===== src/rtl/fix_pkg.sv =====
// fix_pkg: shared definitions for the FIX transmit-side field serializer.
//   - FIX_SEP / FIX_SOH : the bytes that close a tag ('=') and a value (SOH)
//   - chunk_kind_e      : the kind of an incoming chunk (tag or value)
//   - ser_state_e       : the serializer FSM states
//   - keep_count()      : number of bytes selected by an MSB-first keep mask
//   - keep_contiguous() : true when a keep mask is non-zero and contiguous from bit 3
package fix_pkg;

    localparam logic [7:0] FIX_SEP = 8'h3D;
    localparam logic [7:0] FIX_SOH = 8'h01;

    typedef enum logic {
        KIND_TAG   = 1'b0,
        KIND_VALUE = 1'b1
    } chunk_kind_e;

    typedef enum logic [1:0] {
        ST_EXP_TAG  = 2'd0,
        ST_IN_TAG   = 2'd1,
        ST_IN_VALUE = 2'd2,
        ST_FLUSH    = 2'd3
    } ser_state_e;

    // Only the four legal masks count; any other mask carries no bytes.
    function automatic logic [2:0] keep_count(input logic [3:0] keep);
        case (keep)
            4'b1000: keep_count = 3'd1;
            4'b1100: keep_count = 3'd2;
            4'b1110: keep_count = 3'd3;
            4'b1111: keep_count = 3'd4;
            default: keep_count = 3'd0;
        endcase
    endfunction

    function automatic logic keep_contiguous(input logic [3:0] keep);
        case (keep)
            4'b1000, 4'b1100, 4'b1110, 4'b1111: keep_contiguous = 1'b1;
            default:                            keep_contiguous = 1'b0;
        endcase
    endfunction

endpackage


===== src/rtl/fix_byte_packer.sv =====
// fix_byte_packer: 8-byte shift buffer, head at [63:56].
//   clk, rst_n   : clock, asynchronous active-low reset
//   push         : append push_n bytes taken MSB-first from push_bytes
//   push_n       : 0..5 bytes to append
//   push_bytes   : up to five bytes, MSB-first; lanes beyond push_n must be 0
//   pop          : remove min(4, count) bytes from the head
//   count        : bytes currently held (0..8)
//   count_next   : count after this cycle's push/pop
//   head_data    : first four bytes of the buffer; empty lanes read as 0
//   head_keep    : MSB-first mask of the valid head lanes
module fix_byte_packer (
    input  logic        clk,
    input  logic        rst_n,
    input  logic        push,
    input  logic [2:0]  push_n,
    input  logic [39:0] push_bytes,
    input  logic        pop,
    output logic [3:0]  count,
    output logic [3:0]  count_next,
    output logic [31:0] head_data,
    output logic [3:0]  head_keep
);

    logic [63:0] byte_q;
    logic [63:0] byte_next;
    logic [3:0]  count_q;
    logic [2:0]  pop_n;
    logic [3:0]  kept;
    logic [63:0] ins;

    // Bytes beyond count are always zero, so shifting left and OR-ing the
    // new bytes in behind the survivors is enough to keep the buffer dense.
    always_comb begin
        pop_n      = 3'd0;
        if (pop) begin
            pop_n = (count_q >= 4'd4) ? 3'd4 : count_q[2:0];
        end
        kept       = count_q - {1'b0, pop_n};
        ins        = push ? ({push_bytes, 24'h0} >> {kept, 3'b000}) : 64'h0;
        byte_next  = (byte_q << {pop_n, 3'b000}) | ins;
        count_next = kept + (push ? {1'b0, push_n} : 4'd0);
    end

    always_ff @(posedge clk or negedge rst_n) begin
        if (!rst_n) begin
            byte_q  <= 64'h0;
            count_q <= 4'd0;
        end else begin
            byte_q  <= byte_next;
            count_q <= count_next;
        end
    end

    always_comb begin
        case (count_q)
            4'd0:    head_keep = 4'b0000;
            4'd1:    head_keep = 4'b1000;
            4'd2:    head_keep = 4'b1100;
            4'd3:    head_keep = 4'b1110;
            default: head_keep = 4'b1111;
        endcase
    end

    assign head_data = byte_q[63:32];
    assign count     = count_q;

endmodule


===== src/rtl/fix_field_serializer.sv =====
// fix_field_serializer: turns tag/value byte chunks into a dense 32-bit FIX
// byte stream, inserting '=' after each tag and SOH after each value, and
// keeps a mod-256 byte sum per message for the tag-10 checksum generator.
//   clk, rst_n                 : clock, asynchronous active-low reset
//   in_valid_i / in_ready_o    : chunk handshake (in_ready_o is registered)
//   in_data_i / in_keep_i      : chunk bytes, MSB-first, contiguous keep mask
//   in_kind_i                  : 0 = tag chunk, 1 = value chunk
//   in_last_i / in_eom_i       : last chunk of field / end of message
//   out_valid_o / out_ready_i  : output word handshake
//   out_data_o / out_keep_o    : packed word, MSB-first, unused lanes 0
//   cksum_o / cksum_valid_o    : message byte sum, pulsed once per message
//   err_o                      : sticky protocol error
module fix_field_serializer
    import fix_pkg::*;
#(
    parameter logic [7:0] SEP_CHAR = FIX_SEP,
    parameter logic [7:0] SOH_CHAR = FIX_SOH
) (
    input  logic        clk,
    input  logic        rst_n,
    input  logic        in_valid_i,
    output logic        in_ready_o,
    input  logic [31:0] in_data_i,
    input  logic [3:0]  in_keep_i,
    input  logic        in_kind_i,
    input  logic        in_last_i,
    input  logic        in_eom_i,
    output logic        out_valid_o,
    input  logic        out_ready_i,
    output logic [31:0] out_data_o,
    output logic [3:0]  out_keep_o,
    output logic [7:0]  cksum_o,
    output logic        cksum_valid_o,
    output logic        err_o
);

    ser_state_e  state_q;
    logic [7:0]  acc_q;
    logic        ready_q;
    logic        err_q;
    logic [7:0]  ck_q;
    logic        ckv_q;

    chunk_kind_e kind;
    logic [2:0]  n_data;
    logic        keep_ok;
    logic        kind_ok;
    logic        accept;
    logic        do_push;
    logic        proto_err;
    logic [31:0] data_masked;
    logic [7:0]  term;
    logic [39:0] push_bytes;
    logic [2:0]  push_n;
    logic [7:0]  push_sum;
    logic        out_valid;
    logic        pop;
    logic        flush_done;
    logic        flush_next;

    logic [3:0]  count;
    logic [3:0]  count_next;
    logic [31:0] head_data;
    logic [3:0]  head_keep;

    always_comb begin
        kind        = chunk_kind_e'(in_kind_i);
        n_data      = keep_count(in_keep_i);
        keep_ok     = keep_contiguous(in_keep_i);
        kind_ok     = (state_q == ST_IN_VALUE) ? (kind == KIND_VALUE) : (kind == KIND_TAG);
        accept      = in_valid_i && ready_q;
        // A zero keep on a last chunk still closes the field with its separator.
        do_push     = accept && kind_ok && (keep_ok || ((in_keep_i == 4'b0000) && in_last_i));
        proto_err   = accept && (!kind_ok || !keep_ok);
        data_masked = in_data_i & {{8{in_keep_i[3]}}, {8{in_keep_i[2]}},
                                   {8{in_keep_i[1]}}, {8{in_keep_i[0]}}};
        term        = (kind == KIND_VALUE) ? SOH_CHAR : SEP_CHAR;
        push_bytes  = {data_masked, 8'h00} |
                      (in_last_i ? ({term, 32'h0} >> {n_data, 3'b000}) : 40'h0);
        push_n      = n_data + {2'b00, in_last_i};
        push_sum    = push_bytes[39:32] + push_bytes[31:24] + push_bytes[23:16]
                    + push_bytes[15:8]  + push_bytes[7:0];
        out_valid   = (count >= 4'd4) || ((state_q == ST_FLUSH) && (count != 4'd0));
        pop         = out_valid && out_ready_i;
        flush_done  = pop && (state_q == ST_FLUSH) && (count <= 4'd4);
        flush_next  = ((state_q == ST_FLUSH) && !flush_done) ||
                      (do_push && (state_q == ST_IN_VALUE) && in_last_i && in_eom_i);
    end

    fix_byte_packer u_packer (
        .clk        (clk),
        .rst_n      (rst_n),
        .push       (do_push),
        .push_n     (push_n),
        .push_bytes (push_bytes),
        .pop        (pop),
        .count      (count),
        .count_next (count_next),
        .head_data  (head_data),
        .head_keep  (head_keep)
    );

    always_ff @(posedge clk or negedge rst_n) begin
        if (!rst_n) begin
            state_q <= ST_EXP_TAG;
            acc_q   <= 8'h00;
            ready_q <= 1'b0;
            err_q   <= 1'b0;
            ck_q    <= 8'h00;
            ckv_q   <= 1'b0;
        end else begin
            // Readiness is registered from the next count so out_ready_i never
            // reaches in_ready_o combinationally.
            ready_q <= (count_next <= 4'd3) && !flush_next;
            ckv_q   <= flush_done;
            if (proto_err) begin
                err_q <= 1'b1;
            end
            if (flush_done) begin
                ck_q    <= acc_q;
                acc_q   <= 8'h00;
                state_q <= ST_EXP_TAG;
            end else if (do_push) begin
                acc_q <= acc_q + push_sum;
                case (state_q)
                    ST_EXP_TAG, ST_IN_TAG: state_q <= in_last_i ? ST_IN_VALUE : ST_IN_TAG;
                    ST_IN_VALUE: begin
                        if (in_last_i) begin
                            state_q <= in_eom_i ? ST_FLUSH : ST_EXP_TAG;
                        end
                    end
                    default: state_q <= state_q;
                endcase
            end
        end
    end

    assign in_ready_o    = ready_q;
    assign out_valid_o   = out_valid;
    assign out_data_o    = out_valid ? head_data : 32'h0;
    assign out_keep_o    = out_valid ? head_keep : 4'h0;
    assign cksum_o       = ck_q;
    assign cksum_valid_o = ckv_q;
    assign err_o         = err_q;

endmodule


===== config.mk =====
export PLATFORM = sky130hd
export DESIGN_NAME = fix_field_serializer
export DESIGN_NICKNAME = d
export VERILOG_FILES = /design/src/rtl/fix_pkg.sv /design/src/rtl/fix_byte_packer.sv /design/src/rtl/fix_field_serializer.sv
export SDC_FILE = /design/constraint.sdc
export NUM_CORES = 1
export LEC_CHECK = 0
export CORE_MARGIN = 2
export CORE_UTILIZATION = 40
export DETAILED_ROUTE_END_ITERATION = 10
export GPL_ROUTABILITY_DRIVEN = 0
export SLEW_MARGIN = 40
export SYNTH_ARGS = -nofsm -noshare
export SYNTH_HDL_FRONTEND = slang
export SYNTH_HIERARCHICAL = 1
export SYNTH_SLANG_ARGS = --single-unit

===== constraint.sdc =====
create_clock -name clk -period 8.7 [get_ports clk]
set_clock_uncertainty 0.1 [all_clocks]
set_input_delay 0.87 -clock clk [delete_from_list [all_inputs] [get_ports clk]]
set_output_delay 0.87 -clock clk [all_outputs]
set_load 0.1 [all_outputs]

# Word-level counts from Yosys, hierarchy flattened
# Cells that the tools add are included.
word_totals:
  regBits: 89
  inputBits: 43
  elab_cells: 88
op_classes:
  n_addsub: 8
  n_lt_le_gt_ge: 3
  n_eq_ne: 11
  shift: 3
  n_mux: 20
  bitwise_logic: 4
  n_reduce_logical: 31
ops:
  columns: ["op", "count"]
  rows:
  - ["$mux W64", 1]
  - ["$or A64 B64 Y64", 1]
  - ["$shl A64 B6 Y64", 1]
  - ["$shr A64 B7 Y64", 1]
  - ["$add A8 B8 Y8", 5]
  - ["$mux W40", 1]
  - ["$or A40 B40 Y40", 1]
  - ["$shr A38 B6 Y40", 1]
  - ["$and A32 B32 Y32", 1]
  - ["$mux W32", 1]
  - ["$eq A4 B4 Y1 const B", 4]
  - ["$mux W8", 2]
  - ["$pmux W4 S4", 1]
  - ["$logic_and A1 B1 Y1", 14]
  - ["$pmux W3 S4", 1]
  - ["$mux W2", 5]
  - ["$mux W3", 3]
  - ["$eq A4 B2 Y1 const B", 2]
  - ["$logic_not A4 Y1", 2]
  - ["$mux W6", 1]
  - ["$add A4 B4 Y4", 1]
  - ["$eq A2 B2 Y1 const B", 2]
  - ["$eq A4 B1 Y1 const B", 1]
  - ["$ge A4 B3 Y1 const B", 1]
  - ["other kinds (19)", 26]

# Logic depth before layout (Yosys ltp)
depth:
  word_depth: 12
  ltp_mapped: 20
  depth_no_buf: 16

# Cells and area by module
# The synthesis kept the hierarchy.
modules_own_cells:
  columns: ["module", "n_inst", "cells_per_inst", "area_each_um2"]
  rows:
  - ["fix_byte_packer", 1, 595, 5426.5]
  - ["fix_field_serializer", 1, 279, 2486.1]

# Worst setup path after synthesis
# Ideal clock, no wire load.
synth_timing:
  path_kind: "input to register"
  startpoint: "input in_last_i"
  endpoint: "register acc_q[7]"
  setup_ps: 104
  t_arrival_ps: 4888
  slack_ps: 3608
  cell_stages: 16
  path_buffers: 1
  cell_sequence: "buf_2 -> inv_1 -> or4b_2 -> nor3_1 -> a21o_1 -> fa_1 -> fa_1 -> inv_1 -> fa_1 -> inv_1 -> ha_1 -> and2_1 -> a311o_1 -> a21oi_1 -> or4b_1 -> o311ai_1"
synth_via:
  elab_chain_len: 9
  word_cells_on_any_way: 13
  classes_between: "5 x add/sub; 3 x mux; 1 x bitwise; 4 x reduce/logical"
synth_lines:
  columns: ["element", "line", "text"]
  rows:
  - ["start, declared", "fix_field_serializer.sv:26", "input logic in_last_i,"]
  - ["$mux W40", "fix_field_serializer.sv:79", "(in_last_i ? ({term, 32'h0} >> {n_data, 3'b000}) : 40'h0);"]
  - ["$or A40 B40 Y40", "fix_field_serializer.sv:78", "push_bytes = {data_masked, 8'h00} |"]
  - ["net push_bytes[29]", "fix_field_serializer.sv:53", "logic [39:0] push_bytes;"]
  - ["$add A8 B8 Y8 (2 in a row)", "fix_field_serializer.sv:81", "push_sum = push_bytes[39:32] + push_bytes[31:24] + push_bytes[23:16]"]
  - ["$add A8 B8 Y8 (2 in a row)", "fix_field_serializer.sv:82", "+ push_bytes[15:8] + push_bytes[7:0];"]
  - ["$add A8 B8 Y8", "fix_field_serializer.sv:124", "acc_q <= acc_q + push_sum;"]
  - ["$mux W8", "fix_field_serializer.sv:123", "end else if (do_push) begin"]
  - ["$mux W8", "fix_field_serializer.sv:119", "if (flush_done) begin"]
  - ["end signal, assigned", "fix_field_serializer.sv:124", null]
  - ["end, declared", "fix_field_serializer.sv:38", "logic [7:0] acc_q;"]
# The timed path passes the listed nets, and every way through them passes these cells. The select of a mux whose other input is x is not followed.
# A chain may end at the register's enable or synchronous reset.

# Worst setup path after layout
layout_timing:
  startpoint: "input in_keep_i[3]"
  endpoint: "register acc_q[6]"
layout_via:
  elab_chain_len: 12
  word_cells_on_any_way: 23
  classes_between: "5 x add/sub; 4 x eq/ne; 1 x shift; 5 x mux; 2 x bitwise; 6 x reduce/logical"
layout_lines:
  columns: ["element", "line", "text"]
  rows:
  - ["start, declared", "fix_field_serializer.sv:24", "input logic [3:0] in_keep_i,"]
  - ["$eq A4 B4 Y1", "fix_pkg.sv:26", "case (keep)"]
  - ["$pmux W3 S4 (*)", "fix_pkg.sv:26", null]
  - ["$shr A38 B6 Y40 (*)", "fix_field_serializer.sv:79", null]
  - ["$mux W40 (*)", "fix_field_serializer.sv:79", null]
  - ["$or A40 B40 Y40 (*)", "fix_field_serializer.sv:78", null]
  - ["net push_bytes[26]", "fix_field_serializer.sv:53", null]
  - ["$add A8 B8 Y8 (*) (2 in a row)", "fix_field_serializer.sv:81", null]
  - ["$add A8 B8 Y8 (*) (2 in a row)", "fix_field_serializer.sv:82", null]
  - ["$add A8 B8 Y8 (*)", "fix_field_serializer.sv:124", null]
  - ["$mux W8 (*)", "fix_field_serializer.sv:123", null]
  - ["$mux W8 (*)", "fix_field_serializer.sv:119", null]
# The timed path passes the listed nets; every way through them passes the cells marked *. The select of a mux whose other input is x is not followed.

==> results.md <==
* Largest net degree at the start of global routing at 63
* Via count at 6658
* RSZ-0062 raised after global routing: false
* Worst Max-Slew Pin Slew at approximately 740 ps
* Seq/Total Area, Yosys at 28.1%
* Final wirelength at 23500 um
* Gate power share at 70.5%
* Most Frequent Cell on Critical Path: fa_1
* Most frequent cells in the layout: 100 x nand2_1, 89 x dfrtp_1, 75 x mux2i_1
* Initial antenna violation count at 0
* Final nets at 988
* Max Cap Viol at 0
* IO Port Bufs at 90
* Total I/O pin count at 91
* Ys flop type: dfrtp_1
* Met2 WL post-DR at ~10000 um
* DRC errors left at 0
* Critical path cell sequence: clkdlybuf4s50_1 -> or4b_2 -> nor3_1 -> a21o_1 -> fa_1 -> fa_1 -> fa_1 -> ha_1 -> fa_1 -> a21o_1 -> a21oi_1 -> xnor2_1 -> mux2i_1 -> nor2_1
* Switching power at 2110 uW
* Min-Delay Path Class: in2async
* Vias per inst at around 5.7
* CTS Hold Bufs at 0
* Min Tclk post-route at a little under 6000 ps
* Max FO, Critical Path at 17
* Int Pwr at 1500 uW
* Final Hold Vio Count at 0
* Status: completed
* Clock Latency Late Sink at about 360 ps
* GRT Resource Usage Total at 23.6%
* Chip height at 145 um
* Clock root buffer: clkbuf_16
* Clock power frac at 11.5%
* Synth Warn # at 6
* Routed len/inst at 20.0 um
* Number of global-route vias before repair at 6343
* CP top delay family: adder cells
* Total power at about 3600 uW
* Die area at 20900 um^2
* Reg2Reg Depth at 14
* Async S/R FF share, synth at 100%
* Worst vdd ir at 0.193 mV
* CTS tree: done
* Area growth, synth to finish at 11.1%
* Worst R2R Start: u_packer/count[1]
* Commonest non-fill, non-tap cell in the layout: nand2_1
* Dominant cell type by area after synthesis: dfrtp_1
* Critical path's largest stage delay at 830 ps
* Highest routed layer: met4
* Starting density of the core at 40.7%
* Max Fclk at 0.173 GHz
* Sequential Power Share at 18.0%
* Post-synth EDFFs at 0
* Fin Setup TNS at 0 ps
* R2r setup slk at 3180 ps
* Post-CTS setup buffers at 0
* Initial DRC count at 574
* Cell variety after synth at 65
* Die X at 145 um
* Buf/Inv on CP at 1
* Global route overflow at 0
* Ant. Diodes at 0
* Setup violators final at 0
* Tcrit/Tclk final at 66.5%
* Netlist Area Pre-Place at 7910 um^2
* Post-DP HPWL at 17400 um
* Post_cts resized at 0
* Area contributors post-synth: dfrtp_1 28%, mux2i_1 9.5%, fa_1 6.8%, mux2_2 5.3%, nand2_1 4.8%
* Met3 WL at 1590 um
* Drt pass-1 iters at 5
* Share of cells above drive strength 1 at 15.2%
* Pleak at 0.00407 uW
* Core box area at approximately 19000 um^2
* Slowest-stage cell, CP: clkdlybuf4s50_1
* ANT nets after route at 0
* Top cell type's share of synthesized area at 28.1%
* # H-tree levels at 3
* Row count at 51
* First-pass GRT wire length at 37400 um
* Fill count at between 1500 and 2000
* PD cells at 411 nW/um^2
* FF-to-FF End: u_packer/byte_q[14]
* CTS Buffer Depth at 2
* #FFs+latches synth at 89
* Switching part of the total at 58.4%
* Slew HR at 49.6%
* CP Class: in2reg
* Synthesized netlist cell count at a little under 900
* CTS clk-pin slew, worst paths at about 70 ps
* CTS Buf Count at 9
* Arrival @ worst endpoint at 5920 ps
* CP Capture Type: flop
* Fin. max-slew vios at 0
* Startpoint Class: input port
* Worst EP required at 8830 ps
* Routed length on met1 at 11500 um
* Clock sinks at 89
* Syn Area/Cell at 9.05 um^2
==> cell usage after synthesis (2+ instances only) <==
cell and n:
clkbuf_1 18, nand3_1 5, fa_1 27, mux4_2 7, a32oi_1 7, nor3b_1 2, a221o_1 19, nand2b_1 2
o31ai_1 8, and2_1 54, clkinv_1 2, a21oi_1 52, a22o_1 8, buf_2 25, nor2b_1 3, nand2_1 101
mux2i_1 75, o21ai_1 2, inv_2 2, o22ai_1 46, a2bb2oi_1 2, dfrtp_1 89, a221oi_1 2, nor2_1 43
xnor2_1 11, nor3_1 13, or3_1 4, nand3b_1 2, nor2_2 2, a21o_1 18, xnor3_1 2, a22oi_1 7
a32o_1 5, ha_1 16, o32ai_1 2, buf_1 2, o211ai_1 2, buf_6 7, buf_4 39, o21ai_0 28
a211oi_1 2, inv_1 52, mux2_2 37
==> power by group through the flow <==
stage	Clock, uW	Sequential [uW]	Combinational (uW)
finish	415	651	2550
global route	439	673	2740
CTS	421	651	2530
detailed placement	0	658	2520
global placement	0	654	2600
floorplan	0	738	2030
==> metal layers <==
layer / up-vias / global-route usage (%)
li1: 3129 / -
met1: 3235 / 36.9
met2: 273 / 33.4
met3: 21 / 4.17
met4: 0 / 5.57
met5: - / 0
==> how the worst max path moves through the flow <==
stage                            startpoint                  end  slack (ps)  depth (start not counted)
after floorplan                   in_last_i             acc_q[7]        3610                         16
after global placement         in_keep_i[0]             acc_q[7]        2670                         15
after detailed placement       in_keep_i[1]             acc_q[6]        2550                         14
after CTS                 u_packer/count[1]  u_packer/byte_q[14]        2800                         14
after global routing           in_keep_i[0]             acc_q[6]        2620                         14
final                          in_keep_i[3]             acc_q[6]        2910                         14
==> sequential cells by signal (all words and copies together), names as in the netlist <==
register / count
acc_q: 8
cksum_o: 8
cksum_valid_o: 1
err_o: 1
in_ready_o: 1
state_q: 2
u_packer/byte_q: 64
u_packer/count: 4
==> layout make-up <==
class | count | area [um^2] | area share, %
inverters | 56 | 213 | 2.42
repair buffers | 100 | 741 | 8.42
clock inverters | 6 | 66.3 | 0.754
multi-input cells | 646 | 4980 | 56.6
clock buffers | 10 | 239 | 2.72
well taps | 265 | 332 | 3.77
flip-flops and latches | 89 | 2230 | 25.3
==> worst register-to-register path, cell delays in order, from the launching register on <==
cell and delay [ps]:
dfrtp_1 460, o211ai_1 240, nand2_2 330, and2_1 550, nand3_2 140, buf_4 500
inv_4 400, ha_2 310, fa_2 520, buf_4 470, inv_1 230, nor2_1 540
a22o_1 360, a21oi_1 130, o22ai_1 150
==> cells by family (layout without fill, tap and decap cells) <==
kind of cell,count (synthesis),after routing,synth area share (%)
simple gates,240,240,14.7
compound gates,220,220,18.9
buf+inv,147,172,9.88
mux,120,120,16.9
flops,89,89,28.1
fa+ha+maj,43,43,9.36
xor+xnor,14,14,1.99
other cells,1,9,0.0474
==> per-stage QoR <==
| stage | hold WS (ps) | instance area [um^2] | utilization, % | cells | setup WS (ps) |
|---|---|---|---|---|---|
| 2_1_floorplan | 393 | 7940 | - | 882 | 3610 |
| 3_3_place_gp | 364 | 8700 | 44.7 | 1155 | 2670 |
| 3_5_place_dp | 366 | 8480 | 43.6 | 1156 | 2550 |
| 4_1_cts | 352 | 8790 | 45.2 | 1172 | 2800 |
| 5_1_grt | 379 | 8790 | 45.2 | 1172 | 2620 |
| 6_report | 349 | 8790 | 45.2 | 1172 | 2910 |
No activity file was read; power rests on OpenSTA's default activity.
